## config.mk

```make
export PLATFORM = sky130hd
export DESIGN_NAME = dpram_rr_arbiter
export DESIGN_NICKNAME = d
export VERILOG_FILES = /design/src/rtl/dpram_rr_arbiter.sv
export SDC_FILE = /design/constraint.sdc
export NUM_CORES = 1
export LEC_CHECK = 0
export BUFFER_PORTS_ARGS = -buffer_cell sky130_fd_sc_hd__buf_4
export CORE_MARGIN = 4
export CORE_UTILIZATION = 50
export DETAILED_ROUTE_END_ITERATION = 10
export PLACE_DENSITY = 0.87
export SLEW_MARGIN = 20
export SYNTH_ARGS = -nofsm -noshare
export SYNTH_HDL_FRONTEND = slang
export SYNTH_SLANG_ARGS = --single-unit
export TNS_END_PERCENT = 50
```

## constraint.sdc

```tcl
create_clock -name clk -period 8.1 [get_ports clk]
set_clock_uncertainty 0.1 [all_clocks]
set_input_delay 0.81 -clock clk [delete_from_list [all_inputs] [get_ports clk]]
set_output_delay 0.81 -clock clk [all_outputs]
set_load 0.005 [all_outputs]
```

## src/rtl/dpram_rr_arbiter.sv

```systemverilog
// Round-robin sharing of one dual-port RAM among NUM_REQ requesters; grant is same-cycle, read data
// returns one cycle after grant; a requester that is not granted simply holds req (no queuing inside).
module dpram_rr_arbiter #(
    parameter int NUM_REQ    = 4,
    parameter int ADDR_WIDTH = 8,
    parameter int DATA_WIDTH = 8
) (
    input  logic                             clk,
    input  logic                             reset,
    input  logic [NUM_REQ-1:0]               req,
    input  logic [NUM_REQ-1:0]               req_we,
    input  logic [NUM_REQ*ADDR_WIDTH-1:0]    req_addr,
    input  logic [NUM_REQ*DATA_WIDTH-1:0]    req_data,
    output logic [NUM_REQ-1:0]               gnt,
    output logic [NUM_REQ-1:0]               rvalid,
    output logic [NUM_REQ*DATA_WIDTH-1:0]    rdata,
    output logic                             ram_we1,
    output logic                             ram_we2,
    output logic [ADDR_WIDTH-1:0]            ram_addr1,
    output logic [ADDR_WIDTH-1:0]            ram_addr2,
    output logic [DATA_WIDTH-1:0]            ram_data1,
    output logic [DATA_WIDTH-1:0]            ram_data2,
    input  logic [DATA_WIDTH-1:0]            ram_out1,
    input  logic [DATA_WIDTH-1:0]            ram_out2
);

    localparam int ID_W = $clog2(NUM_REQ);

    function automatic logic [ID_W-1:0] wrap_id(input int v);
        int w;
        w = v;
        if (w >= NUM_REQ) begin
            w = w - NUM_REQ;
        end
        return w[ID_W-1:0];
    endfunction

    logic [ID_W-1:0]       ptr_q, ptr_d;
    logic                  p1_busy_q, p1_busy_d;
    logic                  p2_busy_q, p2_busy_d;
    logic [ID_W-1:0]       p1_tag_q, p1_tag_d;
    logic [ID_W-1:0]       p2_tag_q, p2_tag_d;
    logic                  p1_rd_q, p1_rd_d;
    logic                  p2_rd_q, p2_rd_d;

    logic                  a_found, b_found;
    logic [ID_W-1:0]       a_id, b_id, scan_id;
    logic                  a_we, b_we;
    logic [ADDR_WIDTH-1:0] a_addr, b_addr;
    logic [DATA_WIDTH-1:0] a_data, b_data;
    logic                  b_ok;
    logic                  grant_a, grant_b;

    // First two pending requesters starting at the pointer.
    always_comb begin
        a_found = 1'b0;
        b_found = 1'b0;
        a_id    = '0;
        b_id    = '0;
        scan_id = '0;
        for (int i = 0; i < NUM_REQ; i++) begin
            scan_id = wrap_id(int'(ptr_q) + i);
            if (req[scan_id]) begin
                if (!a_found) begin
                    a_found = 1'b1;
                    a_id    = scan_id;
                end else if (!b_found) begin
                    b_found = 1'b1;
                    b_id    = scan_id;
                end
            end
        end
    end

    always_comb begin
        a_we   = req_we[a_id];
        b_we   = req_we[b_id];
        a_addr = req_addr[int'(a_id)*ADDR_WIDTH +: ADDR_WIDTH];
        b_addr = req_addr[int'(b_id)*ADDR_WIDTH +: ADDR_WIDTH];
        a_data = req_data[int'(a_id)*DATA_WIDTH +: DATA_WIDTH];
        b_data = req_data[int'(b_id)*DATA_WIDTH +: DATA_WIDTH];
        // Same-address pairs are only safe when neither side writes.
        b_ok    = b_found && ((a_addr != b_addr) || (!a_we && !b_we));
        grant_a = a_found && !reset;
        grant_b = b_ok && !reset;
    end

    always_comb begin
        gnt = '0;
        if (grant_a) begin
            gnt[a_id] = 1'b1;
        end
        if (grant_b) begin
            gnt[b_id] = 1'b1;
        end
        ram_we1   = grant_a && a_we;
        ram_addr1 = a_found ? a_addr : '0;
        ram_data1 = a_found ? a_data : '0;
        ram_we2   = grant_b && b_we;
        ram_addr2 = b_ok ? b_addr : '0;
        ram_data2 = b_ok ? b_data : '0;
    end

    always_comb begin
        ptr_d = ptr_q;
        if (grant_b) begin
            ptr_d = wrap_id(int'(b_id) + 1);
        end else if (grant_a) begin
            ptr_d = wrap_id(int'(a_id) + 1);
        end
        p1_busy_d = grant_a;
        p1_tag_d  = a_id;
        p1_rd_d   = grant_a && !a_we;
        p2_busy_d = grant_b;
        p2_tag_d  = b_id;
        p2_rd_d   = grant_b && !b_we;
    end

    always_ff @(posedge clk) begin
        if (reset) begin
            ptr_q     <= '0;
            p1_busy_q <= 1'b0;
            p1_tag_q  <= '0;
            p1_rd_q   <= 1'b0;
            p2_busy_q <= 1'b0;
            p2_tag_q  <= '0;
            p2_rd_q   <= 1'b0;
        end else begin
            ptr_q     <= ptr_d;
            p1_busy_q <= p1_busy_d;
            p1_tag_q  <= p1_tag_d;
            p1_rd_q   <= p1_rd_d;
            p2_busy_q <= p2_busy_d;
            p2_tag_q  <= p2_tag_d;
            p2_rd_q   <= p2_rd_d;
        end
    end

    // Read return is masked while reset is held so a stale in-flight read never leaks out.
    always_comb begin
        rvalid = '0;
        rdata  = '0;
        if (!reset) begin
            if (p1_busy_q && p1_rd_q) begin
                rvalid[p1_tag_q] = 1'b1;
                rdata[int'(p1_tag_q)*DATA_WIDTH +: DATA_WIDTH] = ram_out1;
            end
            if (p2_busy_q && p2_rd_q) begin
                rvalid[p2_tag_q] = 1'b1;
                rdata[int'(p2_tag_q)*DATA_WIDTH +: DATA_WIDTH] = ram_out2;
            end
        end
    end

endmodule

```

==> results.md, run 1 <==
- The cell depth of the worst min-delay path is 3.
- Of the post-synthesis cell area, the dominant cell type holds 0.154.
- The core area is between 0.005 and 0.006 mm^2.
- In this run the tool buffered the top-level ports with roughly 160 buffer cells.
- The floorplan step defined a die boundary enclosing slightly above 0.007 mm^2.
- The largest family of logic cells by synthesized area is multiplexers.
- The flip-flop and latch area is approximately 200 um^2.
- The end of the worst register-to-register path is ptr_q[0].
- In this run the remaining antenna-violating nets after routing total 0.
- The number of failing hold endpoints at the final stage is 0.
- From bottom edge to top edge, the die measures ~84 um.
- The cell taking the most area after synthesis is sky130_fd_sc_hd__mux4_2.
- After detailed routing, the total wire length is 9980 um.
- Setup repair after global routing left no endpoint under its margin.
- The final design instance area without fill is around 0.0042 mm^2.
- The worst setup path is launched from a flip-flop.
- The number of global-route vias before repair came to between 3000 and 4000.
- Of the total synthesized cell area, the portion taken by AND, OR, NAND and NOR gates is 0.236.
- The peak fanout along the critical path is 24.
- For flop-to-flop paths, the worst setup slack is around 3.3 ns.
- The repair_antennas step left the layout with diodes totalling 0.
- For this run, design rule violations remaining after detail routing come to 0.
- The achievable clock frequency is approximately 170 MHz.
- The static leakage power is 1.93 nW.
- After the last flow step, the layout net total stands at approximately 590.
- The arrival time of the worst setup path is 4.94 ns.
- The initial antenna violation count was 0.
- The summed instance area of the synthesized netlist is between 0.002 and 0.003 mm^2.
- The total count of max-transition violations in the final report is 0.
- The starting DRC count in detailed routing is 321.
- The proportion of synthesized chip area in sequential cells is 0.0685.
- The initial utilization of the core area, before any placement, comes to 0.524.
- The proportion of register bits with asynchronous set or reset after synthesis is 0.
- The first global-routing pass estimated between 15000 and 20000 um of wire.
- The library cells used most frequently in the layout, excluding fill and tap cells, are sky130_fd_sc_hd__buf_4 (169), sky130_fd_sc_hd__mux2i_1 (40), sky130_fd_sc_hd__nor2_1 (39), sky130_fd_sc_hd__a22oi_1 (32), sky130_fd_sc_hd__nor2b_1 (23).
- The summed negative setup slack over all endpoints is 0 ns.
- In this run the deepest clock path goes through 2 buffers.
- The synthesized netlist net count is 441.
- The min-delay analysis places its worst path in the category flip-flop to flip-flop.
- CTS built an H-tree with a depth of 1.
- Counting every instance in the synthesized netlist gives 336.
- Of the available clock period, the critical path in the final layout requires 0.722.
- The via count of the routed design is about 3400.
- The final period demand of the worst path is 5.85 ns.
- In the synthesized netlist the dominant register cell turns out to be sky130_fd_sc_hd__dfxtp_1.
- The post-place instance area is 0.00414 mm^2.
- The worst pin sits at a relative slew slack of 0.295.
- The count of flip-flops with a built-in enable after synthesis is 0.
- VDD sags by at most 0.194 mV.
- The clock insertion delay at the later pin of the skew report is about 0.23 ns.
- In the final layout, the multi-input gates occupy between 0.002 and 0.003 mm^2.
- Gates resized during post-CTS repair numbered 0.
- Measured along the x axis, the die boundary spans about 84 um.
- In this run the core area contains 27 standard-cell rows.
- Measured in cells, the most critical reg-to-reg path has a length of 13.
- Once the clock tree was built, the setup fixing pass inserted 0 buffers.
- The clock drives 10 sinks.
- The run finished with clean final reports.
- After synthesis, the share of cell area in mux cells is 0.325.
- Using the TritonRoute via totals, the vias-per-cell ratio works out to a little over 6.
- After filler insertion, the fill cell instance count of the layout stands at between 400 and 500.
- The layout cell share with drive strength beyond 1 is 0.439.
- The clock transition at the registers of the reported paths is around 0.05 ns.
- In this run the count of I/O pins placed on the die edge is around 160.
- Of the total synthesized cell area, the portion taken by XOR and XNOR cells is 0.0330.
- The global placer's final weighted congestion is between 0.8 and 0.9.
- The first-pass iteration count of the detailed router is 7.
- The max-cap violation count is 0.
- The number of clock buffers added by TritonCTS is 3.
- Sorting the synthesized cells by area gives the leading types as sky130_fd_sc_hd__mux4_2 (15%), sky130_fd_sc_hd__mux2i_1 (14%), sky130_fd_sc_hd__a22oi_1 (8.2%).
- Dividing the detail-routed wire length by the instance count gives approximately 18 um.
- The worst slack on hold paths is approximately 0.83 ns.
- The library cell used most frequently in the layout, excluding fill and tap cells, is sky130_fd_sc_hd__buf_4.
- For the pin with the worst max-slew slack, the measured transition is approximately 1.1 ns.
- The final count of negative-setup-slack endpoints is 0.
- The HPWL after detailed placement is around 8000 um.
- The total of warnings raised by yosys is 0.
- STA puts the critical path data required time at about 7.2 ns.
- The clock root buffer is sky130_fd_sc_hd__clkbuf_8.
- Each instance of the synthesized netlist takes up on average roughly 8.7 um^2.
- After synthesis, the netlist uses around 60 different library cells.
- The compound-gate portion of the synthesized area is 0.204.
- TritonCTS built the clock tree.
- Relative to the synthesized area, the layout overhead comes to 43.8%.
- The worst setup path is captured at a primary output.
- The worst-case hold path end point is ptr_q[0].
- The number of synthesized register bits is 10.
- In this run, post-CTS hold repair placed 0 buffers.
- Entering global routing, the biggest net connects 50 pins.
- The aggregate global-route resource usage is 0.262.
- Of the total synthesized cell area, the portion taken by full adders, half adders and majority gates is 0.0681.
- The startpoint of the worst-slack reg-to-reg timing path is ptr_q[1].
- The worst hold path begins at ptr_q[0].
- The start-to-end type of the worst setup path is flip-flop to primary output.
- Summed over all layers, the global routing overflow is 0.
- Power spread over the standard cell area amounts to between 200 and 250 mW/mm^2.
-- worst max-delay path: stages (launching register included) --
cell and delay (ns):
sky130_fd_sc_hd__dfxtp_1 0.83, sky130_fd_sc_hd__mux2_2 0.45, sky130_fd_sc_hd__nor2_1 0.10, sky130_fd_sc_hd__a21oi_1 0.07
sky130_fd_sc_hd__ha_1 0.33, sky130_fd_sc_hd__mux2i_1 0.17, sky130_fd_sc_hd__nor3_1 0.10, sky130_fd_sc_hd__o41ai_4 0.28
sky130_fd_sc_hd__buf_4 0.40, sky130_fd_sc_hd__mux4_2 0.60, sky130_fd_sc_hd__xor2_1 0.19, sky130_fd_sc_hd__nor4_2 0.35
sky130_fd_sc_hd__a31oi_4 0.30, sky130_fd_sc_hd__a32o_1 0.38, sky130_fd_sc_hd__buf_4 0.14
-- flip-flops by register name, summed over array words and instances, names as in the netlist --
| signal | cells |
|---|---|
| p1_busy_q | 1 |
| p1_rd_q | 1 |
| p1_tag_q | 2 |
| p2_busy_q | 1 |
| p2_rd_q | 1 |
| p2_tag_q | 2 |
| ptr_q | 2 |
-- logic make-up (layout without fill, tap and decap cells) --
logic type,count (synthesis),count (layout)
XOR/XNOR,11,11
AND/OR/NAND/NOR,123,123
adder cells (fa/ha/maj),16,16
flip-flops,10,10
buffers and inverters,36,181
AO/OA/AOI/OAI,75,75
multiplexers,65,65
-- where the power goes --
part | switching [mW] | internal, mW | total, mW | leakage (nW)
combinational | 0.386 | 0.445 | 0.831 | 1.82
clock | 0.0193 | 0.0427 | 0.0620 | 0.0288
sequential | 0.0300 | 0.0624 | 0.0924 | 0.0832
total | 0.436 | 0.550 | 0.985 | 1.93
-- cell usage after synthesis (2+ instances only) --
master / n
sky130_fd_sc_hd__mux2i_1: 40
sky130_fd_sc_hd__nor2_1: 39
sky130_fd_sc_hd__a22oi_1: 32
sky130_fd_sc_hd__nor2b_1: 23
sky130_fd_sc_hd__mux4_2: 20
sky130_fd_sc_hd__and2_1: 18
sky130_fd_sc_hd__a21oi_1: 17
sky130_fd_sc_hd__ha_1: 15
sky130_fd_sc_hd__clkbuf_1: 12
sky130_fd_sc_hd__dfxtp_1: 10
sky130_fd_sc_hd__xor2_1: 10
sky130_fd_sc_hd__nand2_1: 9
sky130_fd_sc_hd__buf_2: 8
sky130_fd_sc_hd__nor3_1: 7
sky130_fd_sc_hd__buf_6: 5
sky130_fd_sc_hd__inv_1: 5
sky130_fd_sc_hd__nand3_1: 5
sky130_fd_sc_hd__o21ai_0: 4
sky130_fd_sc_hd__nor4b_1: 3
sky130_fd_sc_hd__o21a_1: 3
sky130_fd_sc_hd__a2111oi_0: 2
sky130_fd_sc_hd__and4_1: 2
sky130_fd_sc_hd__buf_1: 2
sky130_fd_sc_hd__buf_4: 2
sky130_fd_sc_hd__mux4_1: 2
sky130_fd_sc_hd__nand2b_1: 2
sky130_fd_sc_hd__nand3b_1: 2
sky130_fd_sc_hd__nor3b_1: 2
sky130_fd_sc_hd__nor4bb_1: 2
sky130_fd_sc_hd__o22a_1: 2
-- worst max path at each step --
| stage | from | cells past startpoint | slack, ns | to |
|---|---|---|---|---|
| 3_5_place_dp | req[3] | 11 | 2.47 | gnt[2] |
| 5_1_grt | ptr_q[1] | 14 | 1.99 | gnt[2] |
| 6_report | ptr_q[1] | 14 | 2.25 | gnt[2] |
| 3_3_place_gp | req[3] | 11 | 2.54 | gnt[2] |
| 4_1_cts | ptr_q[1] | 14 | 2.27 | gnt[2] |
| 2_1_floorplan | req[2] | 14 | 3.22 | gnt[0] |
-- layout make-up --
cell class	instances	area share
Clock buffer	4	0.0131
Timing Repair Buffer	170	0.304
Sequential cell	10	0.0476
Tap cell	72	0.0214
Inverter	7	0.00625
Multi-Input combinational cell	290	0.607
-- metal layers --
metal  track usage  part of all wire  vias up
met5             0                 0        -
met4        0.0849             0.029        0
met3        0.0559             0.076       31
met2         0.480              0.52      190
met1         0.303              0.38     1613
li1              -                 -     1555
-- per-stage QoR --
step	setup slack, ns	utilization	total power, mW	std cells
after floorplan	3.22	-	0.655	336
final	2.25	0.754	0.985	553
after global placement	2.54	0.742	0.895	548
after global routing	1.99	0.754	1.06	553
after detailed placement	2.47	0.742	0.915	548
after CTS	2.27	0.752	0.982	552
(Power assumes the default switching activity.)
==> run 2, diff against run 1 <==
--- a/config.mk
+++ b/config.mk
@@ -7,9 +7,9 @@
 export LEC_CHECK = 0
 export BUFFER_PORTS_ARGS = -buffer_cell sky130_fd_sc_hd__buf_4
 export CORE_MARGIN = 4
-export CORE_UTILIZATION = 50
+export CORE_UTILIZATION = 46
 export DETAILED_ROUTE_END_ITERATION = 10
-export PLACE_DENSITY = 0.87
+export PLACE_DENSITY = 0.81
 export SLEW_MARGIN = 20
 export SYNTH_ARGS = -nofsm -noshare
 export SYNTH_HDL_FRONTEND = slang
==> constraint.sdc (replaced) <==
create_clock -name clk -period 5.9 [get_ports clk]
set_clock_uncertainty 0.1 [all_clocks]
set_input_delay 0.59 -clock clk [delete_from_list [all_inputs] [get_ports clk]]
set_output_delay 0.59 -clock clk [all_outputs]
set_load 0.005 [all_outputs]
==> run 2 against run 1 <==
  * Non-clock buffer count up 1
  * Highest routed layer unchanged
  * Critical path depth is 1 lower
  * Via count down 2.3%
  * Register-to-register slack got worse by 2.1 ns
  * Critical endpoint unchanged
  * Power grew 35%
  * Die area grew 7.9%
  * Flip-flop and latch count unchanged
  * Cell area fell by 0.15%
  * Clock-buffer cell count fell by 1
  * Global-route usage decreased by 1.1 points
  * Sequential power up 37%
  * Routed wire length down 0.98%
==> results.md, run 2 (synthesis gave the netlist of run 1 again) <==
- The pin count of the biggest net entering global routing came to 50 (unchanged).
- The max-cap violation count was 0 (unchanged).
- The number of nets in the finished design came to 588 (+0.17%).
- The number of failing hold endpoints at the final stage is 0 (unchanged).
- The initial antenna violation count is 0 (unchanged).
- The final design instance area without fill is 0.00420 mm^2 (-0.15%).
- The TritonCTS buffer count came to 3 (unchanged).
- The global-route wire length before repair came to 15700 um (+0.22%).
- The clock transition at the registers of the reported paths came to 0.05 ns (about the same).
- The area enclosed by the die boundary was 0.00769 mm^2 (+7.9%).
- The number of non-filler instances in the completed layout came to 556 (+0.54%).
- The average routed wire per standard cell was 17.8 um (-1.5%).
- The worst setup path is captured at a primary output.
- The number of sinks handled by clock tree synthesis is 10 (unchanged).
- The aggregate global-route resource usage was 0.251 (-0.0115).
- The I/O pin count is 164 (unchanged).
- The die extent in x came to 87.7 um (+3.9%).
- The worst relative slew slack is 0.316 (+0.0205).
- The start-to-end type of the worst setup path is flip-flop to primary output.
- The number of antenna-violating nets in the routed design is 0 (unchanged).
- The effective utilization at floorplan is 0.485 (-0.0393).
- The via count of the routed design is 3310 (-2.3%).
- The post-CTS setup repair buffer count was 0 (unchanged).
- The flip-flop and latch area was 200 um^2 (unchanged).
- The number of diodes added for antenna fixing came to 0 (unchanged).
- Setup repair after global routing left no endpoint under its margin.
- The endpoint required time on the critical path was 5.21 ns (-1.98 ns).
- The achievable clock frequency is approximately 180 MHz.
- The largest registers in the layout are p1_tag_q x2, p2_tag_q x2, ptr_q x2.
- The final period demand of the worst path is approximately 5.5 ns.
- The met3 usage in global routing is 0.0696 (+0.0137).
- The internal power contribution came to 0.743 mW (+35%).
- The met1 track utilization from global routing is 0.289 (-0.0133).
- The number of levels the H-tree was split into is 1 (unchanged).
- The combined buffer and inverter count along the critical path is 1 (-1).
- The number of global-route vias before repair is 3450 (+2.7%).
- The slowest stage cell on the critical path is sky130_fd_sc_hd__dfxtp_1.
- The number of core rows is 28 (+3.7%).
- The root buffer cell chosen for the clock tree is sky130_fd_sc_hd__clkbuf_8.
- The post-cts hold buffer count is 0 (unchanged).
- The maximum number of buffers from clock root to sink came to 2 (unchanged).
- The number of fillers in the final layout is 520 (+25%).
- The count of buffers inserted at the top-level ports is 163 (unchanged).
- The switching portion of total power was 0.443 (+0.000603).
- The highest ir drop seen on vdd is 0.219 mV (+13%).
- The final global-route overflow total is 0 (unchanged).
- The ratio of total power to cell area was 318 mW/mm^2 (+36%).
- The HPWL after detailed placement is 7870 um (-0.44%).
- Leaving out fill and tap cells, the most frequent cells in the layout are sky130_fd_sc_hd__buf_4 (171), sky130_fd_sc_hd__mux2i_1 (40), sky130_fd_sc_hd__nor2_1 (39), sky130_fd_sc_hd__a22oi_1 (32), sky130_fd_sc_hd__nor2b_1 (23).
- The vias per cell is 5.95 (-2.9%).
- The global placer's final weighted congestion was 0.906 (+1.6%).
- The register-to-register setup slack came to 1.25 ns (-2.09 ns).
- The starting DRC count in detailed routing is 141 (-56%).
- The summed negative setup slack over all endpoints is 0 ns (unchanged).
- The worst-margin pin slew came to 1.02 ns (-0.0307 ns).
- The TritonCTS clock tree is yes.
- The worst setup path is launched from a flip-flop.
- The post-place instance area came to 0.00416 mm^2 (+0.45%).
- The layout cell share with drive strength beyond 1 is 0.439 (unchanged).
- The static leakage power was 1.92 nW (-0.20%).
- The total count of max-transition violations in the final report is 0 (unchanged).
- The combinational share of power is 0.852 (+0.009).
- The total placed cells including tap cells came to 553 (+0.91%).
- The part of the total power dissipated in sequential elements is 0.095 (about the same).
- The peak fanout along the critical path was 24 (unchanged).
- In the finished design, the share of the clock period the worst path needs comes to 0.939.
- In this design, the largest share of critical-path delay is due to compound AO/OA/AOI/OAI gates.
- The global routing stage identified its most utilized layer as met2.
- The number of remaining DRC errors was 0 (unchanged).
- The combined area of the multi-input logic cells is 0.00255 mm^2 (unchanged).
- The height of the die was 87.7 um (+3.9%).
- The clock power share is 0.053 (-0.010).
- The delay of the slowest cell on the worst path came to 0.80 ns (-0.03 ns).
- The net switching power figure is 0.590 mW (+35%).
- The clock insertion delay at the later pin of the skew report is 0.23 ns (about the same).
- The growth of design area from synthesis to finish is 43.6%.
- The critical path goes through mux2_2 > nor2_1 > a21oi_1 > ha_1 > mux2i_1 > nor3_1 > o41ai_4 > mux4_2 > xor2_1 > nor4_2 > a31oi_4 > a32o_1 > buf_4.
- The final count of negative-setup-slack endpoints is 0 (unchanged).
- The routing usage on met2 was 0.448 (-0.0320).
- The post-cts repair resize count is 0 (unchanged).
- The library cell used most frequently in the layout, excluding fill and tap cells, is sky130_fd_sc_hd__buf_4.
- The sum of routed wire length over all layers was 9880 um (-0.98%).
- The arrival time of the worst setup path is 4.85 ns (-0.09 ns).
- The first-pass iteration count of the detailed router is 4 (-3).
- The core area is 0.00603 mm^2 (+8.1%).
- The run finished with clean final reports.
- The worst hold path belongs to the class input port to flip-flop.
## run 2: cell count changes in the layout (fill, tap and decap cells not counted)
cell,before,now
sky130_fd_sc_hd__buf_4,169,171
sky130_fd_sc_hd__buf_6,1,0
sky130_fd_sc_hd__clkbuf_8,4,3
## run 2: metrics by stage
stage / total power [mW] / hold slack (ns) / util / setup slack (ns)
after global placement: 1.25 / 0.843 / 0.690 / 0.752
final: 1.33 / 0.699 / 0.697 / 0.359
after CTS: 1.35 / 0.691 / 0.697 / 0.344
after floorplan: 0.900 / 0.580 / - / 1.46
after global routing: 1.45 / 0.725 / 0.697 / 0.0357
after detailed placement: 1.27 / 0.846 / 0.690 / 0.599
## run 2: power by group through the flow
stage	registers [mW]	clock network [mW]	logic [mW]
floorplan	0.0993	0	0.801
global placement	0.126	0	1.12
detailed placement	0.128	0	1.14
CTS	0.127	0.0701	1.15
global route	0.131	0.0738	1.24
finish	0.127	0.0701	1.14
## run 2: layout make-up
cell class | instances | share of cell area
clock buffers | 3 | 0.00984
inverters | 7 | 0.00626
multi-input cells | 290 | 0.608
flip-flops and latches | 10 | 0.0477
well taps | 75 | 0.0224
repair buffers | 171 | 0.306
## run 2: final timing paths
| check | startpoint | to | cells after the start |
|---|---|---|---|
| hold reg to reg | ptr_q[0] | ptr_q[0] | 3 |
| setup / recovery | ptr_q[1] | gnt[2] | 13 |
| setup reg to reg | ptr_q[1] | ptr_q[0] | 12 |
| hold / removal | reset | p2_tag_q[0] | 2 |
## run 2: worst register-to-register path: cells and delay by family (launching register included)
family / cells / cell delay [ns]
XOR/XNOR: 1 / 0.18
adder cells (fa/ha/maj): 1 / 0.33
AND/OR/NAND/NOR: 3 / 0.54
flip-flops: 1 / 0.80
AO/OA/AOI/OAI: 4 / 1.40
multiplexers: 3 / 1.19
## run 2: routing by layer
metal	wire length, um	share of wire
met1	3770	0.38
met3	853	0.086
met5	0	0
met4	250	0.025
met2	5010	0.51
